File: src/rtl/mat_host_ctrl.sv
// Host sequencer for the matrix PE array: streams operand beats into RAM A then RAM B,
// pulses the array, waits for its completion edge, then drains the result RAM in order.

module mat_fifo_lane #(
  parameter int VEC_W = 32
) (
  input  logic             clk,
  input  logic             rstn,
  input  logic             push,
  input  logic             wptr,
  input  logic             rptr,
  input  logic [VEC_W-1:0] din,
  output logic [VEC_W-1:0] dout
);
  logic [1:0][VEC_W-1:0] mem;

  // Storage is reset so that m_data reads as zero while the block is held in reset.
  always_ff @(posedge clk or negedge rstn) begin
    if (!rstn)     mem <= '0;
    else if (push) mem[wptr] <= din;
  end

  assign dout = mem[rptr];
endmodule

module mat_host_ctrl #(
  parameter int NUM_LANES = 4,
  parameter int VEC_W     = 32
) (
  input  logic                            clk,
  input  logic                            rstn,
  input  logic [NUM_LANES-1:0][VEC_W-1:0] s_data,
  input  logic                            s_valid,
  output logic                            s_ready,
  output logic                            ram_we,
  output logic                            ram_sel,
  output logic [3:0]                      ram_waddr,
  output logic [NUM_LANES-1:0][VEC_W-1:0] ram_wdata,
  output logic                            pe_valid,
  input  logic                            pe_stop,
  output logic [3:0]                      res_raddr,
  input  logic [NUM_LANES-1:0][VEC_W-1:0] res_rdata,
  output logic [NUM_LANES-1:0][VEC_W-1:0] m_data,
  output logic                            m_valid,
  input  logic                            m_ready,
  output logic                            m_last,
  output logic                            busy,
  output logic [7:0]                      run_count
);
  // Result RAM has a fixed one-cycle read latency: a single registered stage.
  localparam int STAGES = 0;

  localparam logic [2:0] LOAD_A = 3'd0;
  localparam logic [2:0] LOAD_B = 3'd1;
  localparam logic [2:0] START  = 3'd2;
  localparam logic [2:0] WAIT   = 3'd3;
  localparam logic [2:0] READ   = 3'd4;

  typedef struct packed {
    logic                            sel;
    logic [3:0]                      addr;
    logic [NUM_LANES-1:0][VEC_W-1:0] data;
  } ram_wr_t;

  logic [2:0]      state;
  logic [3:0]      cnt;
  logic            rdy_en;
  logic            stop_q;
  logic            we_r;
  ram_wr_t         wr_r;
  logic [4:0]      rd_addr;
  logic [STAGES:0] vld_pipe;
  logic [STAGES:0] last_pipe;
  logic [1:0]      occ;
  logic            wptr;
  logic            rptr;
  logic [1:0]      last_mem;
  logic            accept;
  logic            pop;
  logic            push;
  logic            issue;
  logic            done;
  logic            stop_rise;
  logic [2:0]      in_use;

  // rdy_en keeps s_ready low until the first edge after reset release.
  assign s_ready   = rdy_en && (state == LOAD_A || state == LOAD_B);
  assign accept    = s_valid && s_ready;
  assign stop_rise = pe_stop && !stop_q;
  assign pe_valid  = (state == START);
  assign busy      = !(state == LOAD_A && cnt == 4'd0);

  assign ram_we    = we_r;
  assign ram_sel   = wr_r.sel;
  assign ram_waddr = wr_r.addr;
  assign ram_wdata = wr_r.data;

  assign m_valid   = (occ != 2'd0);
  assign pop       = m_valid && m_ready;
  assign push      = vld_pipe[STAGES];
  assign m_last    = m_valid && last_mem[rptr];
  assign done      = pop && m_last;
  assign res_raddr = rd_addr[3:0];

  // Credit check counts the read already in flight so the 2-entry FIFO never overflows.
  assign in_use = {1'b0, occ} + {2'b00, push};
  assign issue  = (state == READ) && !rd_addr[4] &&
                  ((in_use < 3'd2) || (in_use == 3'd2 && pop));

  always_ff @(posedge clk or negedge rstn) begin
    if (!rstn) begin
      state     <= LOAD_A;
      cnt       <= '0;
      rdy_en    <= 1'b0;
      stop_q    <= 1'b0;
      run_count <= '0;
    end else begin
      rdy_en <= 1'b1;
      stop_q <= pe_stop;
      if (done)        cnt <= '0;
      else if (accept) cnt <= cnt + 4'd1;
      case (state)
        LOAD_A:  if (accept && cnt == 4'd15) state <= LOAD_B;
        LOAD_B:  if (accept && cnt == 4'd15) state <= START;
        START:   state <= WAIT;
        WAIT:    if (stop_rise) state <= READ;
        READ: begin
          if (done) begin
            state     <= LOAD_A;
            run_count <= run_count + 8'd1;
          end
        end
        default: state <= LOAD_A;
      endcase
    end
  end

  always_ff @(posedge clk or negedge rstn) begin
    if (!rstn) begin
      we_r <= 1'b0;
      wr_r <= '0;
    end else begin
      we_r <= accept;
      if (accept) wr_r <= '{sel: (state == LOAD_B), addr: cnt, data: s_data};
    end
  end

  always_ff @(posedge clk or negedge rstn) begin
    if (!rstn) begin
      rd_addr   <= '0;
      vld_pipe  <= '0;
      last_pipe <= '0;
      occ       <= '0;
      wptr      <= 1'b0;
      rptr      <= 1'b0;
      last_mem  <= '0;
    end else begin
      vld_pipe  <= issue;
      last_pipe <= issue && (rd_addr[3:0] == 4'hf);
      if (done)       rd_addr <= '0;
      else if (issue) rd_addr <= rd_addr + 5'd1;
      if (push) begin
        last_mem[wptr] <= last_pipe[STAGES];
        wptr           <= ~wptr;
      end
      if (pop) rptr <= ~rptr;
      occ <= occ + {1'b0, push} - {1'b0, pop};
    end
  end

  for (genvar l = 0; l < NUM_LANES; l++) begin : g_lane
    mat_fifo_lane #(.VEC_W(VEC_W)) u_lane (
      .clk  (clk),
      .rstn (rstn),
      .push (push),
      .wptr (wptr),
      .rptr (rptr),
      .din  (res_rdata[l]),
      .dout (m_data[l])
    );
  end
endmodule

File: config.mk
export PLATFORM = sky130hd
export DESIGN_NAME = mat_host_ctrl
export DESIGN_NICKNAME = d
export VERILOG_FILES = /design/src/rtl/mat_host_ctrl.sv
export SDC_FILE = /design/constraint.sdc
export NUM_CORES = 1
export LEC_CHECK = 0
export CORE_AREA = 2 2 207 209
export CTS_BUF_LIST = sky130_fd_sc_hd__clkbuf_4 sky130_fd_sc_hd__clkbuf_8 sky130_fd_sc_hd__clkbuf_16
export DETAILED_ROUTE_END_ITERATION = 8
export DIE_AREA = 0 0 209 211
export PLACE_DENSITY = 0.8
export SLEW_MARGIN = 20
export SYNTH_ARGS = -nofsm -noshare
export SYNTH_HDL_FRONTEND = slang
export SYNTH_HIERARCHICAL = 1
export SYNTH_SLANG_ARGS = --single-unit
File: constraint.sdc
create_clock -name clk -period 1.7 [get_ports clk]
set_input_delay 0.34 -clock clk [delete_from_list [all_inputs] [get_ports clk]]
set_output_delay 0.34 -clock clk [all_outputs]
set_load 0.01 [all_outputs]
==> metrics.txt, run 1 <==
Iter 0 DRT Violations roughly 750; DIE AREA approximately 44000 um2; Die Wd ~210 um; GRT overflow 0; WL final about 56000 um; IO Count 540; Leak between 10 and 15 nW; Post-Syn Area around 18000 um2; first-pass GRT wire length ~81000 um; yosys synthesis warning count 6; Cell Count, Final, Fillers Out about 2600; Setup Viol. Count Final ~150; crit-path max FO 9; Final Hold Fails 0; final-layout fill cell count a little under 3000; worst path arrival time roughly 2 ns; async set-reset flop share out of synthesis between 90% and 100%; post-layout min period ~2.3 ns; Core ar. about 42000 um2; CTS tree done; post-synthesis mux area share roughly 25%; Initial Utilization between 40% and 50%; Num CTS Buffers 46; global placement routability congestion 0.8910; xor/xnor share of the synthesized area less than 1%; Hold WC Path Type in2reg; pin count of the biggest net entering global routing approximately 70; share of layout cells above drive strength 1 about two fifths; drt drc 0; vias in the first global route 14238; crit path launch type flip-flop; Crit. End Element primary output; routed len/inst 21.20 um; RSZ-0062 raised after global routing true; Synth Area in Compound Gates less than 1%; HPWL Detailed 37360 um; PwrDens approximately 1900 nW/um2; failing checks setup timing; Clock Latency Late Sink 0.58 ns; Max Slew Vio Count 0; Seq/Total Area, Yosys between 50% and 60%; CP required about 1.4 ns; detailed-router iteration count before antenna repair 5; syn nets around 1700; Clock Tree Buf Depth 3; #FFs+latches synth 420; Area Overhead vs Synth 51.38%; number of synthesized flops with an enable pin 0; std cell rows 75; Port Buffers 539; initial antenna violation count 9; cell total after placement 2478; leading cell type in the layout, fill and taps excluded dfrtp_1; adder-cell share of the synthesized area less than 1%; Antenna Violating Nets Remaining 0; post-synth cell types 47; clock slew at reported path FFs 0.06 ns; Peak VDD IR 1.072 mV; final setup margin -0.6229 ns; Avg Cell Area, Syn roughly 13 um2; largest family of logic cells by synthesized area multiplexers; Die Span Y between 200 and 250 um; GRT Total Usage 23.50%; vias post-DR about 13000; status finished with violations; fin crit share 136.6%; drt via density between 5 and 6; Setup CP Type reg2out; Mapped Cells about 1400; clock root cell clkbuf_16; most frequent cells in the layout dfrtp_1 (416), nand2_1 (347), mux2_2 (321); most frequently used flop master after synthesis dfrtp_1; Hold WS 0.2793 ns; max frequency approximately 0.43 GHz; Power, Total between 0.05 and 0.06 W; max_cap viols 0; Simple-Gate Fraction of Synth Area about a tenth; H-Tree Depth 2; pre-CTS setup slack -0.2759 ns; nets@finish roughly 2300; post-route clock skew just over 0.03 ns; TritonCTS Sinks 420
-- through the flow --
step	instance area (um2)	setup TNS [ns]	utilization (%)
6_report	27000	-70.91	64.65
5_1_grt	27000	-84.88	64.65
4_1_cts	25990	-93.62	62.25
3_5_place_dp	24410	-39.88	58.45
3_3_place_gp	24410	-34.77	58.45
2_1_floorplan	17860	-0.01616	-
-- registers in the layout, indices dropped and copies added (netlist names), 2 cells and up --
name	cells
g_lane.u_lane/mem	256
ram_wdata	128
run_count	8
rd_addr	5
cnt	4
ram_waddr	4
state	3
last_mem	2
occ	2
-- where the power goes --
group / leakage [nW] / switching, W / internal [W]
Sequential: 5.16 / 0.00263 / 0.0144
Combinational: 7.19 / 0.0103 / 0.0146
Clock: 0.788 / 0.00411 / 0.00609
-- path summary, 6_finish.rpt --
check,cells past startpoint,slack [ns],start,to
worst max-delay path,5,-0.62,rptr,m_data[124]
worst min-delay path,1,0.28,pe_stop,stop_q
worst max register to register,7,-0.08,occ[1],rd_addr[3]
worst min register to register,2,0.47,ram_wdata[110],ram_wdata[110]
max in group asynchronous,4,0.69,rstn,g_lane[2].u_lane/mem[16]
min in group asynchronous,2,0.29,rstn,occ[0]
-- metal layers --
layer / routed length (um) / vias up / GRT usage [%]
met4: 2280 / 0 / 10.71
li1: - / 5943 / -
met3: 4740 / 128 / 8.058
met1: 20990 / 6729 / 27.62
met5: 0 / - / 0
met2: 27530 / 522 / 39.03
-- logic make-up after synthesis --
logic type,after synthesis
flops,420
fa+ha+maj,9
other cells,1
xor+xnor,13
buf+inv,89
simple gates,455
compound gates,16
mux,390
-- synthesized netlist by cell type, types with 3 or more instances --
| library cell | count | area, um2 |
|---|---|---|
| mux2_4 | 40 | 600.6 |
| mux2_1 | 8 | 90.09 |
| buf_6 | 30 | 337.8 |
| ha_1 | 9 | 112.6 |
| nand2_1 | 412 | 1546 |
| xnor2_1 | 9 | 78.83 |
| clkbuf_1 | 30 | 112.6 |
| nor2b_1 | 4 | 25.02 |
| xor2_1 | 4 | 35.03 |
| nand3_1 | 3 | 15.01 |
| nor2_1 | 9 | 33.78 |
| inv_1 | 7 | 26.28 |
| buf_4 | 16 | 120.1 |
| dfrtp_1 | 420 | 10510 |
| o21ai_0 | 5 | 25.02 |
| mux2_2 | 340 | 3829 |
| a21oi_1 | 3 | 15.01 |
| nand4_1 | 6 | 37.54 |
| nor3_1 | 3 | 15.01 |
| buf_1 | 3 | 11.26 |
-- worst max-delay path: stages, from the launching register on --
cell and delay, ns:
dfrtp_4 0.54, buf_12 0.18, buf_12 0.14, buf_4 0.13, mux2_4 0.30, buf_6 0.12
-- repair_timing --
action | CTS | global route
gates cloned | 1 | 11
gates resized for setup | 423 | 456
hold buffers | 1 | 0
pin swaps | 12 | 81
hold endpoints to repair | 55 | 0
setup buffers | 16 | 25
setup endpoints to repair | 362 | 284
-- final cells by class --
class	count	area (um2)	share of cell area, %
antenna	9	22.52	0.08342
clock inverter	16	180.2	0.6673
inverter	8	42.54	0.1576
tap	539	674.4	2.498
multi-input combinational	884	7296	27.02
sequential	420	10520	38.96
timing repair buffer	676	6887	25.51
clock buffer	68	1379	5.107
Power figures use the tool's default switching activity.
==> run 2, diff against run 1 <==
Settings changed: SLEW_MARGIN 20 to default, TNS_END_PERCENT from default to 100.
==> results of run 2 <==
No change in the layout: final DEF, timing and power equal those of run 1.
==> run 3, diff against run 2 <==
--- a/config.mk
+++ b/config.mk
@@ -6,9 +6,10 @@
 export NUM_CORES = 1
 export LEC_CHECK = 0
-export CORE_AREA = 2 2 207 209
+export CORE_AREA = 2 2 209 211
 export CTS_BUF_LIST = sky130_fd_sc_hd__clkbuf_4 sky130_fd_sc_hd__clkbuf_8 sky130_fd_sc_hd__clkbuf_16
 export DETAILED_ROUTE_END_ITERATION = 8
-export DIE_AREA = 0 0 209 211
-export PLACE_DENSITY = 0.8
+export DIE_AREA = 0 0 211 213
+export DONT_BUFFER_PORTS = 1
+export PLACE_DENSITY = 0.61
 export SYNTH_ARGS = -nofsm -noshare
 export SYNTH_HDL_FRONTEND = slang
==> constraint.sdc (replaced) <==
create_clock -name clk -period 1.7 [get_ports clk]
set_input_delay 0.34 -clock clk [delete_from_list [all_inputs] [get_ports clk]]
set_output_delay 0.34 -clock clk [all_outputs]
set_load 0.1 [all_outputs]
==> metrics.txt, run 3 (synthesized netlist as in run 1, its figures left out) <==
delay-heaviest family, CP buffers and inverters; pin count of the biggest net entering global routing roughly 420; crit path launch type flip-flop; Biggest register g_lane.u_lane/mem; max frequency around 0.44 GHz; drt via density 5.079; Final Hold Fails 420; Clock Latency Late Sink between 0.5 and 0.6 ns; max_cap viols 0; routed len/inst ~21 um; HPWL Detailed ~33000 um; Worst Path Buf+Inv 3; Hold WC Path Type in2async; CTS tree done; WL final approximately 52000 um; vias post-DR between 10000 and 15000; Cell Chain, Critical Path buf_12, clkbuf_16, mux2_2, buf_12; post-layout min period ~2.3 ns; worst slew pin tran 0.8593 ns; clock root cell clkbuf_16; Slew HR a little over two fifths; vias in the first global route 14218; worst path arrival time 1.94 ns; RSZ-0062 raised after global routing true; most frequent cells in the layout dfrtp_1 (413), nand2_1 (409), mux2_2 (318); TritonCTS Sinks 420; clock slew at reported path FFs 0.06 ns; Antenna Violating Nets Remaining 0; nets@finish roughly 2200; status finished with violations; IO Count between 500 and 600; initial antenna violation count 10; std cell rows 76; crit-path max FO 13; fin crit share 134.2%; Worst path max stage delay 0.44 ns; Max Slew Vio Count 0; Setup Viol. Count Final about 140; failing checks hold timing, setup timing; crit path max-delay cell type dfrtp_4; Die Wd between 200 and 250 um; DIE AREA approximately 45000 um2; post-route clock skew 0.02971 ns; share of layout cells above drive strength 1 a little over two fifths; Hold WS -0.5473 ns; Clock Tree Buf Depth 3; Die Span Y around 210 um; cell total after placement roughly 2200; first-pass GRT wire length 78600 um; Cell Count, Final, Fillers Out roughly 2500; Iter 0 DRT Violations 699; GRT overflow 0; Area Overhead vs Synth 50.28%; drt drc 0; H-Tree Depth 2; Hold-fix buffers, CTS 257; Worst path most repeated cell buf_12; Crit. End Element primary output; Port Buffers 0; CP required between 1 and 1.5 ns; final setup margin -0.5806 ns; max reg flops around 260; Initial Utilization around two fifths; detailed-router iteration count before antenna repair 5; Core ar. ~43000 um2; GRT Total Usage between 20% and 30%; Num CTS Buffers 47; Setup CP Type reg2out; global placement routability congestion between 0.8 and 0.9; leading cell type in the layout, fill and taps excluded dfrtp_1
-- run 3: cell types whose count changed in the layout (fill, tap and decap cells not counted), moves of 18 or more --
cell / previous run / this run
buf_12: 29 / 129
buf_4: 46 / 164
buf_6: 106 / 23
clkdlybuf4s50_1: 259 / 0
nand2_1: 347 / 409
clkbuf_2: 51 / 0
nand2_2: 46 / 2
dlygate4sd2_1: 143 / 0
dlygate4sd3_1: 1 / 257
nand2_4: 19 / 1
-- run 3: worst register-to-register path, cell delays in order, from the launching register on --
cell and delay [ns]:
dfrtp_1 0.40, buf_6 0.12, buf_6 0.11, ha_4 0.16, ha_4 0.16, nor2_4 0.11, a31oi_4 0.13, or4b_4 0.50
a21oi_2 0.13
-- run 3: layer usage --
metal	part of all wire [%]	wire length (um)	global-route usage [%]
met4	3.8	2005	10.37
met1	36	18590	24.36
met3	7.7	4040	6.707
met5	0	0	0
met2	53	27500	40.46
-- run 3: stage by stage --
stage	setup TNS (ns)	setup WS, ns	util, %	cell area (um2)
after floorplan	-3.342	-0.03406	-	17980
after global placement	-0.02027	-0.01964	51.44	21960
after detailed placement	-0.1065	-0.03710	51.44	21960
after CTS	-76.19	-0.6443	62.14	26530
after global routing	-78.72	-0.6390	62.76	26800
final	-70.44	-0.5806	62.77	26800
-- run 3: area by class of cell --
| cell class | instances | area, um2 |
|---|---|---|
| Clock buffer | 72 | 1450 |
| Clock inverter | 9 | 95.09 |
| Fill cell | 3028 | 15890 |
| Antenna cell | 12 | 30.03 |
| Sequential cell | 420 | 10520 |
| Tap cell | 546 | 683.2 |
| Multi-Input combinational cell | 884 | 7112 |
| Timing Repair Buffer | 583 | 6875 |
| Inverter | 8 | 35.03 |
-- run 3: what timing repair did --
| item | CTS | global route |
|---|---|---|
| endpoints found under the setup margin | 140 | 153 |
| pin swaps | 16 | 18 |
| setup buffers | 23 | 7 |
| resized for setup | 56 | 36 |
| endpoints found under the hold margin | 807 | 420 |
| cloned | 1 | 4 |
-- run 3: worst paths after layout --
check / startpoint / to / slack (ns) / depth (start not counted)
max in group asynchronous: rstn / g_lane[3].u_lane/mem[56] / 1.50 / 0
min reg2reg: run_count[7] / run_count[7] / 0.48 / 1
max reg2reg: occ[0] / rd_addr[3] / -0.18 / 8
max: rptr / m_data[1] / -0.58 / 4
min: rstn / ram_wdata[4] / -0.55 / 0
min in group clk: m_ready / rptr / 0.05 / 3
Power of run 3 is not shown: default switching activity piles up to over one toggle a cycle in this logic, so the estimate is an artifact.
